<file path="src/rtl/apb_req_arbiter.sv">
`default_nettype none
// ============================================================================
// Module   : apb_req_arbiter
// Purpose  : Round-robin arbiter sharing one APB slave port among requesters.
// Revision : 1.0 - initial release
// ============================================================================
module apb_req_arbiter #(
  parameter int NB_REQ         = 2,
  parameter int APB_ADDR_WIDTH = 32,
  parameter int APB_DATA_WIDTH = 32,
  parameter int TIMEOUT_CYCLES = 255
) (
  input  logic                             clk_i,
  input  logic                             rst_ni,
  input  logic [NB_REQ-1:0]                req_i,
  input  logic [NB_REQ*APB_ADDR_WIDTH-1:0] req_addr_i,
  input  logic [NB_REQ-1:0]                req_we_i,
  input  logic [NB_REQ*APB_DATA_WIDTH-1:0] req_wdata_i,
  output logic [NB_REQ-1:0]                req_gnt_o,
  output logic [NB_REQ-1:0]                rsp_valid_o,
  output logic [APB_DATA_WIDTH-1:0]        rsp_rdata_o,
  output logic                             rsp_err_o,
  output logic                             busy_o,
  output logic [APB_ADDR_WIDTH-1:0]        paddr_o,
  output logic [APB_DATA_WIDTH-1:0]        pwdata_o,
  output logic                             pwrite_o,
  output logic                             psel_o,
  output logic                             penable_o,
  input  logic [APB_DATA_WIDTH-1:0]        prdata_i,
  input  logic                             pready_i,
  input  logic                             pslverr_i
);

  localparam int c_IDX_W = (NB_REQ > 1) ? $clog2(NB_REQ) : 1;
  localparam int c_TO_W  = (TIMEOUT_CYCLES > 0) ? $clog2(TIMEOUT_CYCLES + 1) : 1;
  localparam bit                c_TO_EN    = (TIMEOUT_CYCLES != 0);
  localparam logic [c_TO_W-1:0] c_TO_LIMIT = c_TO_W'(TIMEOUT_CYCLES);
  localparam logic [c_IDX_W-1:0] c_IDX_LAST = c_IDX_W'(NB_REQ - 1);

  typedef enum logic [1:0] {
    ST_IDLE   = 2'd0,
    ST_SETUP  = 2'd1,
    ST_ACCESS = 2'd2
  } state_t;

  state_t r_state;
  state_t w_state_nxt;

  logic [APB_ADDR_WIDTH-1:0] w_addr_arr  [NB_REQ];
  logic [APB_DATA_WIDTH-1:0] w_wdata_arr [NB_REQ];

  logic [c_IDX_W-1:0]        r_ptr;
  logic [c_IDX_W-1:0]        r_idx;
  logic [APB_ADDR_WIDTH-1:0] r_addr;
  logic [APB_DATA_WIDTH-1:0] r_wdata;
  logic                      r_we;
  logic [c_TO_W-1:0]         r_to_cnt;
  logic [NB_REQ-1:0]         r_rsp_valid;
  logic [APB_DATA_WIDTH-1:0] r_rsp_rdata;
  logic                      r_rsp_err;

  logic                      w_win_found;
  logic [c_IDX_W-1:0]        w_win_idx;
  int                        w_cand;
  logic [NB_REQ-1:0]         w_gnt;
  logic                      w_accept;
  logic                      w_done;
  logic                      w_timeout;

  generate
    for (genvar k = 0; k < NB_REQ; k++) begin : g_unpack
      assign w_addr_arr[k]  = req_addr_i[k*APB_ADDR_WIDTH +: APB_ADDR_WIDTH];
      assign w_wdata_arr[k] = req_wdata_i[k*APB_DATA_WIDTH +: APB_DATA_WIDTH];
    end
  endgenerate

  // First requesting index at or after the pointer, wrapping around.
  always_comb begin
    w_win_found = 1'b0;
    w_win_idx   = '0;
    w_cand      = 0;
    for (int off = 0; off < NB_REQ; off++) begin
      w_cand = int'(r_ptr) + off;
      if (w_cand >= NB_REQ) w_cand = w_cand - NB_REQ;
      if (!w_win_found && req_i[w_cand]) begin
        w_win_found = 1'b1;
        w_win_idx   = c_IDX_W'(w_cand);
      end
    end
  end

  assign w_accept  = (r_state == ST_IDLE) && w_win_found;
  assign w_done    = (r_state == ST_ACCESS) && pready_i;
  assign w_timeout = c_TO_EN && (r_state == ST_ACCESS) && !pready_i && (r_to_cnt == c_TO_LIMIT);

  always_ff @(posedge clk_i or negedge rst_ni) begin
    if (!rst_ni) r_state <= ST_IDLE;
    else         r_state <= w_state_nxt;
  end

  always_comb begin
    w_state_nxt = r_state;
    w_gnt       = '0;
    psel_o      = 1'b0;
    penable_o   = 1'b0;
    busy_o      = 1'b0;
    case (r_state)
      ST_IDLE: begin
        if (w_win_found) begin
          w_gnt[w_win_idx] = 1'b1;
          w_state_nxt      = ST_SETUP;
        end
      end
      ST_SETUP: begin
        psel_o      = 1'b1;
        busy_o      = 1'b1;
        w_state_nxt = ST_ACCESS;
      end
      ST_ACCESS: begin
        psel_o    = 1'b1;
        penable_o = 1'b1;
        busy_o    = 1'b1;
        if (w_done || w_timeout) w_state_nxt = ST_IDLE;
      end
      default: w_state_nxt = ST_IDLE;
    endcase
  end

  always_ff @(posedge clk_i or negedge rst_ni) begin
    if (!rst_ni) begin
      r_ptr       <= '0;
      r_idx       <= '0;
      r_addr      <= '0;
      r_wdata     <= '0;
      r_we        <= 1'b0;
      r_to_cnt    <= '0;
      r_rsp_valid <= '0;
      r_rsp_rdata <= '0;
      r_rsp_err   <= 1'b0;
    end else begin
      r_rsp_valid <= '0;
      r_rsp_rdata <= '0;
      r_rsp_err   <= 1'b0;
      if (w_accept) begin
        r_idx   <= w_win_idx;
        r_addr  <= w_addr_arr[w_win_idx];
        r_wdata <= w_wdata_arr[w_win_idx];
        r_we    <= req_we_i[w_win_idx];
        r_ptr   <= (w_win_idx == c_IDX_LAST) ? '0 : w_win_idx + 1'b1;
      end
      // Counts wait cycles seen so far in ACCESS; saturates at all-ones.
      if (r_state == ST_SETUP) begin
        r_to_cnt <= '0;
      end else if (r_state == ST_ACCESS && !pready_i && r_to_cnt != '1) begin
        r_to_cnt <= r_to_cnt + 1'b1;
      end
      if (w_done) begin
        r_rsp_valid[r_idx] <= 1'b1;
        r_rsp_rdata        <= r_we ? '0 : prdata_i;
        r_rsp_err          <= pslverr_i;
      end else if (w_timeout) begin
        r_rsp_valid[r_idx] <= 1'b1;
        r_rsp_err          <= 1'b1;
      end
    end
  end

  assign req_gnt_o   = w_gnt;
  assign rsp_valid_o = r_rsp_valid;
  assign rsp_rdata_o = r_rsp_rdata;
  assign rsp_err_o   = r_rsp_err;
  assign paddr_o     = r_addr;
  assign pwdata_o    = r_wdata;
  assign pwrite_o    = r_we;

endmodule
`default_nettype wire

</file>
<file path="config.mk">
export PLATFORM = sky130hd
export DESIGN_NAME = apb_req_arbiter
export DESIGN_NICKNAME = d
export VERILOG_FILES = /design/src/rtl/apb_req_arbiter.sv
export SDC_FILE = /design/constraint.sdc
export NUM_CORES = 1
export LEC_CHECK = 0
export ABC_CLOCK_PERIOD_IN_PS = 3900
export BUFFER_PORTS_ARGS = -buffer_cell sky130_fd_sc_hd__buf_2
export CAP_MARGIN = 20
export CORE_AREA = 2 2 107 109
export CTS_BUF_LIST = sky130_fd_sc_hd__clkbuf_4 sky130_fd_sc_hd__clkbuf_8
export DETAILED_ROUTE_END_ITERATION = 7
export DIE_AREA = 0 0 109 111
export PLACE_DENSITY = 0.78
export SLEW_MARGIN = 0
export SYNTH_ARGS = -nofsm -noshare
export SYNTH_HDL_FRONTEND = slang
export SYNTH_SLANG_ARGS = --single-unit
</file>
<file path="constraint.sdc">
create_clock -name clk_i -period 3.9 [get_ports clk_i]
set_input_delay 0.195 -clock clk_i [delete_from_list [all_inputs] [get_ports clk_i]]
set_output_delay 0.195 -clock clk_i [all_outputs]
set_load 0.005 [all_outputs]
</file>
==> impl_results.md <==
- Status: finished clean
- Hold Fails Final Rpt: 0
- Setup CP Type: flop to primary output
- Htree depth: 3
- WL/cell: between 10 and 15 um
- Die area: roughly 0.012 mm2
- Layout area overhead: 37.4%
- Unrepaired setup endpoints after global routing: no
- Static leakage: 3.67 nW
- Dpl hpwl: 9.10 mm
- Yosys warnings: 0
- Iteration-0 DRC Markers: roughly 250
- I/O Buffers: 272
- Crit-path max FO: 26
- CTS tree: yes
- Post-synthesis sequential area ratio: between 60% and 70%
- Initial core utilization: a little over two fifths
- Drt via density: 4.81
- Arr. time, crit path: 2.54 ns
- Top_reg_cell synth: dfrtp_1
- DR DRC count: 0
- Clk root buf: clkbuf_8
- Initial antenna violation count: 0
- Yosys reg bits: 112
- Slew Limit Fails: 0
- Ports: ~270
- Number of enable flip-flop cells after synthesis: 0
- Commonest non-fill, non-tap cell in the layout: buf_2
- Row Count: 39
- Post-CTS Setup Inserts: 0
- Detailed Route WL: 12.1 mm
- Diode count: 0
- Setup Skew: 0.00858 ns
- Die width: 109 um
- Post-synthesis async set-or-reset flop share: 100%
- Clock Tree Buf Depth: 2
- Element type at the critical path end: primary output
- Setup TNS: 0 ns
- # nets final: ~860
- Antenna Violating Nets Remaining: 0
- Synth Net Count: 597
- Max Cap Violations: 0
- Clock-pin transition on the worst setup and hold timing paths: 0.10 ns
- Total GRT Usage: 20.1%
- Syn avg cell area: 11.0 um2
- Clock Latency Late Sink: around 0.36 ns
- Pwr/cell area: 631 mW/mm2
- Cells after DPL: 819
- PostCTS Resize Cnt: 0
- Clock Sinks: between 100 and 150
- Slew HR: 29.8%
- Vias: 4030
- Chip height: 111 um
- Post-CTS Hold Buffers: 2
- CP Launch Type: flop
- Core outline area: 0.0111 mm2
- Final setup viols: 0
- Most frequent cells in the layout: buf_2 (271), dfrtp_1 (112), nand2_1 (102)
- Worst min path class: input port to flop
- Fraction of layout cells with a size suffix above 1: 43.9%
- Peak supply drop: 0.000316 V
- First-pass GRT wire length: 18.9 mm
- Overflow after GRT: 0
- Total CTS buffers: 9
- Fin crit share: 70.1%
- Synth cell types: 36
- Least-Margin Pin Slew: 1.05 ns
- Syn Inst Count: approximately 420
- CP Data Required Time: about 3.7 ns
- GP Congestion: 0.847
- Highest clock rate: 0.366 GHz
- Finished Layout Cells: 837
- Final min period: 2.73 ns
- Mapped Area: 0.00465 mm2
- Drt first pass iters: 4
- Largest net degree at the start of global routing: 99
- Vias in the first global route: 4179
- R2R Setup Slk: 1.60 ns
-- cell type report --
| type | instances | area, um2 |
|---|---|---|
| Fill cell | 967 | 4680 |
| Sequential cell | 112 | 2800 |
| Multi-Input combinational cell | 284 | 1740 |
| Timing Repair Buffer | 279 | 1420 |
| Tap cell | 143 | 179 |
| Clock buffer | 10 | 131 |
| Clock inverter | 6 | 108 |
| Inverter | 3 | 11.3 |
-- sequential cells by signal, summed over array words and instances, names as in the netlist --
signal / cells
paddr_o: 32
rsp_err_o: 1
pwrite_o: 1
rsp_rdata_o: 32
rsp_valid_o: 2
r_state: 2
pwdata_o: 32
r_idx: 1
r_to_cnt: 8
r_ptr: 1
-- metrics by stage --
stage	total power [mW]	setup WS (ns)	instance area (um2)	hold slack, ns	utilization (%)
after CTS	4.09	1.14	6390	0.00190	57.7
after global routing	4.36	1.01	6390	0.00321	57.7
after global placement	3.20	1.63	6130	0.167	55.4
after detailed placement	3.28	1.56	6130	0.171	55.4
final	4.03	1.17	6390	0.0229	57.7
after floorplan	2.57	2.24	4650	-0.101	-
-- layer usage --
layer	track usage (%)	wire [um]	up-vias
met3	5.06	1020	16
met1	22.8	4870	1882
li1	-	-	1954
met2	35.3	5980	178
met5	0	0	-
met4	8.80	210	0
-- critical path, stage by stage (launching register included) --
cell     delay, ns
dfrtp_1       0.41
inv_1         0.12
ha_1          0.29
and3_1        0.90
buf_4         0.33
buf_2         0.13
-- cell usage after synthesis, types with 2 or more instances --
library cell  number  area share (%)
and3_2             2            0.32
a21o_1             2            0.32
o211ai_1           2            0.32
o21ai_0           34             3.7
nand3_1            3            0.32
dfrtp_1          112              60
a21oi_1            4            0.43
ha_1               5             1.3
clkbuf_1          14             1.1
mux2_4             2            0.65
a22oi_1           34             5.5
buf_2              6            0.65
xor2_1             3            0.56
nand2_1          103             8.3
buf_4              4            0.65
mux2i_1           32             6.9
inv_1              3            0.24
and2_1            32             4.3
nor2_1            10            0.81
-- cells by family (layout without fill, tap and decap cells) --
| logic type | count (synthesis) | count (layout) | share of synthesized area [%] |
|---|---|---|---|
| AOI/OAI and AO/OA | 81 | 81 | 11.5 |
| xor gates and xnor gates | 4 | 4 | 0.753 |
| adders and majority gates | 5 | 5 | 1.34 |
| buffers and inverters | 28 | 298 | 2.74 |
| DFF | 112 | 112 | 60.2 |
| muxes | 34 | 34 | 7.53 |
| and+or+nand+nor | 160 | 160 | 15.9 |
-- where the power goes --
| group | switching [mW] | total [mW] | internal [mW] |
|---|---|---|---|
| clock network | 0.375 | 0.807 | 0.432 |
| logic | 0.816 | 1.47 | 0.657 |
| registers | 0.195 | 1.75 | 1.56 |
-- worst paths after layout --
kind,cells after the start,start,to
setup / recovery,5,r_state[0],req_gnt_o[1]
hold / removal,2,prdata_i[25],rsp_rdata_o[25]
setup reg to reg,6,r_state[0],pwdata_o[15]
hold reg to reg,2,paddr_o[30],paddr_o[30]
max in group asynchronous,3,rst_ni,paddr_o[14]
min in group asynchronous,2,rst_ni,pwdata_o[12]
Note: power is estimated with default switching activity, not from simulation.
